`src/rtl/decode_stage_p.sv`:
```
// RV32 decode stage: combinational decode of the fetched word into a
// two-entry (main + skid) output buffer, with latched error reporting.
// exec_kind encoding:
//   0 NOP   1 LUI   2 AUIPC  3 JAL   4 JALR
//   5 BEQ   6 BNE   7 BLT    8 BGE   9 BLTU  10 BGEU
//  11 LB   12 LH   13 LW    14 LBU  15 LHU
//  16 SB   17 SH   18 SW
//  19 ADDI 20 SLTI 21 SLTIU 22 XORI 23 ORI   24 ANDI 25 SLLI 26 SRLI 27 SRAI
//  28 ADD  29 SUB  30 SLL   31 SLT  32 SLTU  33 XOR  34 SRL  35 SRA  36 OR  37 AND
module decode_stage_p #(
   parameter int NUM_REGS      = 16,
   parameter bit SYSTEM_AS_NOP = 1'b1
) (
   input  logic                        clock,
   input  logic                        reset,
   input  logic                        fetch_valid,
   output logic                        fetch_ready,
   input  logic [31:0]                 fetch_instr,
   input  logic [31:0]                 fetch_pc,
   output logic                        exec_valid,
   input  logic                        exec_ready,
   output logic [5:0]                  exec_kind,
   output logic [31:0]                 exec_imm,
   output logic [$clog2(NUM_REGS)-1:0] exec_rd,
   output logic [$clog2(NUM_REGS)-1:0] exec_rs1,
   output logic [$clog2(NUM_REGS)-1:0] exec_rs2,
   output logic [31:0]                 exec_pc,
   input  logic                        flush,
   input  logic                        error_clear,
   output logic                        error_valid,
   output logic [1:0]                  error_cause,
   output logic [31:0]                 error_pc,
   output logic [31:0]                 error_instr
);
   localparam int REG_BITS = $clog2(NUM_REGS);

   typedef struct packed {
      logic [5:0]          kind;
      logic [31:0]         imm;
      logic [REG_BITS-1:0] rd;
      logic [REG_BITS-1:0] rs1;
      logic [REG_BITS-1:0] rs2;
      logic [31:0]         pc;
   } op_t;

   // Only the 16-register configuration can see an out-of-range index.
   function automatic logic reg_oob(input logic [4:0] idx);
      return (NUM_REGS < 32) && idx[4];
   endfunction

   logic [6:0] opc, f7;
   logic [2:0] f3;
   logic [4:0] rd5, rs15, rs25;
   logic [31:0] imm_i, imm_s, imm_b, imm_u, imm_j, imm_sh;
   logic [5:0] dec_kind;
   logic [31:0] dec_imm;
   logic use_rd, use_rs1, use_rs2, bad_opc, bad_fn, bad_reg;
   logic [1:0] dec_cause;
   op_t dec_op;

   assign opc    = fetch_instr[6:0];
   assign f3     = fetch_instr[14:12];
   assign f7     = fetch_instr[31:25];
   assign rd5    = fetch_instr[11:7];
   assign rs15   = fetch_instr[19:15];
   assign rs25   = fetch_instr[24:20];
   assign imm_i  = {{20{fetch_instr[31]}}, fetch_instr[31:20]};
   assign imm_s  = {{20{fetch_instr[31]}}, fetch_instr[31:25], fetch_instr[11:7]};
   assign imm_b  = {{19{fetch_instr[31]}}, fetch_instr[31], fetch_instr[7],
                    fetch_instr[30:25], fetch_instr[11:8], 1'b0};
   assign imm_u  = {fetch_instr[31:12], 12'h000};
   assign imm_j  = {{11{fetch_instr[31]}}, fetch_instr[31], fetch_instr[19:12],
                    fetch_instr[20], fetch_instr[30:21], 1'b0};
   assign imm_sh = {27'd0, fetch_instr[24:20]};

   // Decode opcode/funct fields into kind, immediate and used-register flags.
   always_comb begin
      dec_kind = 6'd0;
      dec_imm  = 32'd0;
      use_rd   = 1'b0;
      use_rs1  = 1'b0;
      use_rs2  = 1'b0;
      bad_opc  = 1'b0;
      bad_fn   = 1'b0;
      case (opc)
         7'h37: begin dec_kind = 6'd1; dec_imm = imm_u; use_rd = 1'b1; end
         7'h17: begin dec_kind = 6'd2; dec_imm = imm_u; use_rd = 1'b1; end
         7'h6F: begin dec_kind = 6'd3; dec_imm = imm_j; use_rd = 1'b1; end
         7'h67: begin
            dec_kind = 6'd4; dec_imm = imm_i; use_rd = 1'b1; use_rs1 = 1'b1;
            bad_fn = (f3 != 3'd0);
         end
         7'h63: begin
            dec_imm = imm_b; use_rs1 = 1'b1; use_rs2 = 1'b1;
            case (f3)
               3'd0: dec_kind = 6'd5;
               3'd1: dec_kind = 6'd6;
               3'd4: dec_kind = 6'd7;
               3'd5: dec_kind = 6'd8;
               3'd6: dec_kind = 6'd9;
               3'd7: dec_kind = 6'd10;
               default: bad_fn = 1'b1;
            endcase
         end
         7'h03: begin
            dec_imm = imm_i; use_rd = 1'b1; use_rs1 = 1'b1;
            case (f3)
               3'd0: dec_kind = 6'd11;
               3'd1: dec_kind = 6'd12;
               3'd2: dec_kind = 6'd13;
               3'd4: dec_kind = 6'd14;
               3'd5: dec_kind = 6'd15;
               default: bad_fn = 1'b1;
            endcase
         end
         7'h23: begin
            dec_imm = imm_s; use_rs1 = 1'b1; use_rs2 = 1'b1;
            case (f3)
               3'd0: dec_kind = 6'd16;
               3'd1: dec_kind = 6'd17;
               3'd2: dec_kind = 6'd18;
               default: bad_fn = 1'b1;
            endcase
         end
         7'h13: begin
            dec_imm = imm_i; use_rd = 1'b1; use_rs1 = 1'b1;
            case (f3)
               3'd0: dec_kind = 6'd19;
               3'd2: dec_kind = 6'd20;
               3'd3: dec_kind = 6'd21;
               3'd4: dec_kind = 6'd22;
               3'd6: dec_kind = 6'd23;
               3'd7: dec_kind = 6'd24;
               3'd1: begin
                  dec_kind = 6'd25; dec_imm = imm_sh; bad_fn = (f7 != 7'h00);
               end
               default: begin
                  dec_imm = imm_sh;
                  if (f7 == 7'h00)      dec_kind = 6'd26;
                  else if (f7 == 7'h20) dec_kind = 6'd27;
                  else                  bad_fn = 1'b1;
               end
            endcase
         end
         7'h33: begin
            use_rd = 1'b1; use_rs1 = 1'b1; use_rs2 = 1'b1;
            if (f7 == 7'h00) begin
               case (f3)
                  3'd0: dec_kind = 6'd28;
                  3'd1: dec_kind = 6'd30;
                  3'd2: dec_kind = 6'd31;
                  3'd3: dec_kind = 6'd32;
                  3'd4: dec_kind = 6'd33;
                  3'd5: dec_kind = 6'd34;
                  3'd6: dec_kind = 6'd36;
                  default: dec_kind = 6'd37;
               endcase
            end else if (f7 == 7'h20 && f3 == 3'd0) begin
               dec_kind = 6'd29;
            end else if (f7 == 7'h20 && f3 == 3'd5) begin
               dec_kind = 6'd35;
            end else begin
               bad_fn = 1'b1;
            end
         end
         7'h0F, 7'h73: bad_opc = !SYSTEM_AS_NOP;
         default: bad_opc = 1'b1;
      endcase
   end

   assign bad_reg = (use_rd && reg_oob(rd5)) || (use_rs1 && reg_oob(rs15)) ||
                    (use_rs2 && reg_oob(rs25));
   assign dec_cause = bad_opc ? 2'd1 : bad_fn ? 2'd2 : bad_reg ? 2'd3 : 2'd0;

   assign dec_op.kind = dec_kind;
   assign dec_op.imm  = dec_imm;
   assign dec_op.rd   = use_rd  ? rd5[REG_BITS-1:0]  : '0;
   assign dec_op.rs1  = use_rs1 ? rs15[REG_BITS-1:0] : '0;
   assign dec_op.rs2  = use_rs2 ? rs25[REG_BITS-1:0] : '0;
   assign dec_op.pc   = fetch_pc;

   logic main_vld_q, main_vld_d, skid_vld_q, skid_vld_d;
   op_t main_q, main_d, skid_q, skid_d;
   logic err_vld_q, err_vld_d;
   logic [1:0] err_cause_q, err_cause_d;
   logic [31:0] err_pc_q, err_pc_d, err_instr_q, err_instr_d;
   logic accept, push, out_xfer;

   assign fetch_ready = !err_vld_q && !skid_vld_q;
   assign accept      = fetch_valid && fetch_ready;
   assign push        = accept && (dec_cause == 2'd0);
   assign out_xfer    = main_vld_q && exec_ready;

   // Buffer next state: flush empties both slots, skid refills main on drain.
   always_comb begin
      main_vld_d = main_vld_q;
      skid_vld_d = skid_vld_q;
      main_d     = main_q;
      skid_d     = skid_q;
      if (flush) begin
         main_vld_d = 1'b0;
         skid_vld_d = 1'b0;
      end else if (out_xfer) begin
         if (skid_vld_q) begin
            main_d     = skid_q;
            skid_vld_d = 1'b0;
         end else if (push) begin
            main_d = dec_op;
         end else begin
            main_vld_d = 1'b0;
         end
      end else if (push) begin
         if (main_vld_q) begin
            skid_d     = dec_op;
            skid_vld_d = 1'b1;
         end else begin
            main_d     = dec_op;
            main_vld_d = 1'b1;
         end
      end
   end

   // Error next state: flush wins, then a new fault, then an explicit clear.
   always_comb begin
      err_vld_d   = err_vld_q;
      err_cause_d = err_cause_q;
      err_pc_d    = err_pc_q;
      err_instr_d = err_instr_q;
      if (flush) begin
         err_vld_d = 1'b0;
      end else if (accept && dec_cause != 2'd0) begin
         err_vld_d   = 1'b1;
         err_cause_d = dec_cause;
         err_pc_d    = fetch_pc;
         err_instr_d = fetch_instr;
      end else if (error_clear) begin
         err_vld_d = 1'b0;
      end
   end

   // State registers, cleared asynchronously.
   always_ff @(posedge clock or negedge reset) begin
      if (!reset) begin
         main_vld_q  <= 1'b0;
         skid_vld_q  <= 1'b0;
         main_q      <= '0;
         skid_q      <= '0;
         err_vld_q   <= 1'b0;
         err_cause_q <= 2'd0;
         err_pc_q    <= 32'd0;
         err_instr_q <= 32'd0;
      end else begin
         main_vld_q  <= main_vld_d;
         skid_vld_q  <= skid_vld_d;
         main_q      <= main_d;
         skid_q      <= skid_d;
         err_vld_q   <= err_vld_d;
         err_cause_q <= err_cause_d;
         err_pc_q    <= err_pc_d;
         err_instr_q <= err_instr_d;
      end
   end

   assign exec_valid  = main_vld_q;
   assign exec_kind   = main_q.kind;
   assign exec_imm    = main_q.imm;
   assign exec_rd     = main_q.rd;
   assign exec_rs1    = main_q.rs1;
   assign exec_rs2    = main_q.rs2;
   assign exec_pc     = main_q.pc;
   assign error_valid = err_vld_q;
   assign error_cause = err_cause_q;
   assign error_pc    = err_pc_q;
   assign error_instr = err_instr_q;
endmodule
```
`config.mk`:
```
export PLATFORM = sky130hd
export DESIGN_NAME = decode_stage_p
export DESIGN_NICKNAME = d
export VERILOG_FILES = /design/src/rtl/decode_stage_p.sv
export SDC_FILE = /design/constraint.sdc
export NUM_CORES = 1
export LEC_CHECK = 0
export BUFFER_PORTS_ARGS = -buffer_cell sky130_fd_sc_hd__buf_4
export CAP_MARGIN = 20
export CORE_ASPECT_RATIO = 1.1
export CORE_UTILIZATION = 55
export DETAILED_ROUTE_END_ITERATION = 7
export PLACE_DENSITY_LB_ADDON = 0.25
export SYNTH_ARGS = -nofsm -noshare
export SYNTH_HDL_FRONTEND = slang
export SYNTH_SLANG_ARGS = --single-unit
```
`constraint.sdc`:
```
create_clock -name clock -period 3.65 [get_ports clock]
set_input_delay 0.5475 -clock clock [delete_from_list [all_inputs] [get_ports clock]]
set_output_delay 0.5475 -clock clock [all_outputs]
set_load 0.01 [all_outputs]
```
==> results.toml <==
[yosys]
ys.flop_type = "dfrtp_1"
synth_simple_gate_area_share_pct = 12.04
synth_top_family_by_area = "multiplexers"
muxShareOfSynthArea_pct = 19.20
synth_compound_gate_area_share_pct = 10.29
mappedNetlistArea_um2 = 10700
number_of_enable_type_register_cells_in_the_synthesized_netlist = 0
synth.net_count = 1055
number_of_flip_flops_and_latches_in_the_synthesized_netlist = 233
yosysTopAreaCellShare_pct = 54.48
gate_count_of_the_mapped_netlist = 985
yosysWarningCount = 0
synth.area.top_cells = "dfrtp_1 54%, mux2_2 17%, nand2_1 8.0%"
yosys.area_share.adder_pct = 0
netlist-cell-type-count = 60
postSynthAreaPerCell_um2 = 10.87
yosys.area_share.xor_xnor_pct = 0.2455
async_reset_ff_share_pct = 100.0
synth_sequential_area_ratio_pct = 54.48
synthDominantAreaCellType = "dfrtp_1"

[sta]
report.final.hold_viol_count = 0
drv_slew = 0
timing.final.ws_setup_ns = 0.8126
fin_tns_setup_ns = 0
finalSetupViolCount = 0
finalClockSkew_ns = 0.007250
worst_pin_slew_ns = 0.8425
max_freq_mhz = 352.4
finalCritPeriodShare_pct = 77.74
setup_repair_after_global_routing_missed_its_margin = "no"
slew_headroom_pct = 43.77
layout_min_cycle_time_ns = 2.837

[run_status]
status = "complete, no violations"

[route]
detail_routed_net_length_per_standard_cell_um = 17.81
detail_route.wirelength_um = 25770
dr_total_vias = 8140
number_of_iterations_in_the_first_detailed_routing_pass = 7
drtIter0Drc = 389
drc = 0
via_density_per_instance = 5.625
antenna_violating_nets_post_route = 0

[critical_path]
worstSetupPathType = "input port to flop"
crit-reg2reg-capture = "exec_imm[15]"
timing.rr.start = "skid_vld_q"
critical_path_endpoint_category = "flop"
worst_r2r_path_depth = 7
worst_path_max_delay_cell = "a2111oi_4"
cell_family_with_most_cp_delay = "compound AO/OA/AOI/OAI gates"
critPathMaxStageDelay_ns = 0.57
worstPathRequired_ns = 4.05
crit_fanout = 58
regToRegSetupSlack_ns = 1.21
ordered_cell_list_for_the_critical_path = "buf_4, nor2_1, a21boi_0, o32a_1, a2111oi_4, a41oi_1, a21oi_4, buf_12, mux2_2"
startpoint_type = "input port"
timing.critical_path.arrival_ns = 3.24
critical_path.n_buffers_inverters = 2

[cells_and_area]
drive_gt1_share_pct = 37.58
area_growth_pct = 24.77
utilization_pct = 69.92
finish.net_count = 1253
stdcell_count = 1447
antenna_cell_count = 0

[job]
max-cap-violations = 0

[clocking]
postCtsSetupBuffers = 0
clk_pin_slew_worst_paths_ns = 0.06
cts_max_path_buffers = 3
cts_inserted_buffers = 24
cts-root-buf = "clkbuf_16"
ctsHoldBuffers = 0
cts_resized = 0
ctsHtreeMaxLevel = 1
numClockSinks = 233
tritoncts = "done"
insertion_delay_of_the_later_clocked_pin_in_the_worst_skew_pair_ns = 0.51

[placed_design]
finalWeightedCongestion = 0.8555
dpl.hpwl_um = 17740
dp_slack_ns = 0.3383
port-buffer-count = 220
dpl.cell_count = 1404

[power_and_ir_drop]
power-per-cell-area_nw_per_um2 = 500.3
vdd.ir_drop.worst_v = 0.0004463
p_leak_nw = 6.398
totalPowerFinal_w = 0.006681

[min_path]
holdCritPathClass = "input port to async pin"

[floorplan]
fp-row-count = 53
die_h_um = 148.3
core_region_area_um2 = 19100
ioPinCount = 221
fp.dieW_um = 135.0
die_area_um2 = 20020
initial_core_util_pct = 56.04

[global_route]
grt_start_max_net_pins = 90
initial_antenna_violation_count = 0
grt_first_pass_wirelength_um = 41590
grtUsageTotal_pct = 26.29
first_global_vias = 8012
globalRoute.totalOverflow = 0
[logic make-up after synthesis]
logic type	Yosys count
and+or+nand+nor	301
buffers and inverters	76
muxes	183
DFF	233
xor gates and xnor gates	3
AOI/OAI and AO/OA	189
[sequential cells by signal (all words and copies together), names as in the netlist]
register	flops
error_cause	2
error_instr	32
error_pc	32
error_valid	1
exec_imm	32
exec_kind	6
exec_pc	32
exec_rd	4
exec_rs1	4
exec_rs2	4
exec_valid	1
skid_q	82
skid_vld_q	1
[metrics by stage]
step | area, um^2 | hold WS [ns]
global placement | 12530 | 0.4607
global route | 13350 | 0.07457
floorplan | 10700 | 0.2519
finish | 13350 | 0.03318
CTS | 13350 | 0.06434
detailed placement | 12530 | 0.4699
[synth_stat cells (6+ instances only)]
library cell / number
and3_1: 6
a21oi_1: 36
a31oi_1: 6
dfrtp_1: 233
mux2_2: 165
mux2_1: 13
inv_1: 11
buf_2: 12
clkbuf_1: 37
buf_6: 13
nor3_1: 8
a22oi_1: 6
nand3_1: 6
nand2_1: 227
o21ai_0: 107
nor2_1: 24
[final cells by class]
class | instances | area (um^2)
repair buffers | 237 | 1862
well taps | 247 | 309.0
inverters | 11 | 41.29
clock buffers | 37 | 710.7
clock inverters | 6 | 108.9
fillers | 1459 | 5744
flip-flops and latches | 233 | 5831
multi-input cells | 676 | 4492
[worst max path at each step]
stage,from,endpoint,slack [ns],depth (start not counted)
after floorplan,fetch_instr[2],exec_imm[23],0.86,8
after global placement,fetch_instr[3],exec_imm[8],0.40,9
after detailed placement,fetch_instr[5],exec_rd[2],0.34,9
after CTS,fetch_instr[5],exec_pc[0],0.87,9
final,fetch_instr[5],exec_imm[15],0.81,9
after global routing,fetch_instr[5],exec_imm[2],0.71,9
[layout by cell type (no fill, tap or decap), drive strengths merged, types with 3 or more instances in the layout]
cell type  netlist  final
o21ai          107    107
dfrtp          233    233
nand3            6      6
a21o             3      3
bufinv           0      3
nand2          227    227
nor2            25     25
mux2           178    178
clkbuf          37     37
a21oi           37     37
buf             28    237
nor3             8      8
inv             11     11
a31oi            6      6
a211oi           3      3
or4              3      3
a22oi            6      6
and3             7      7
nor2b            5      5
o22ai            5      5
a41oi            3      3
or2              3      3
mux2i            5      5
and2             3      3
clkinv           0      3
[metal layers]
metal / vias up / wire length (um) / global-route usage [%]
met2: 240 / 12620 / 43.97
li1: 3814 / - / -
met3: 39 / 1777 / 6.033
met1: 4047 / 10810 / 34.09
met5: - / 0 / 0
met4: 0 / 561 / 8.034
[report_power, final]
group	internal, W	switching (W)
sequential	0.00286	0.000148
combinational	0.000624	0.000518
clock	0.00155	0.000986
total	0.00503	0.00165
Note: power is estimated with default switching activity, not from simulation.
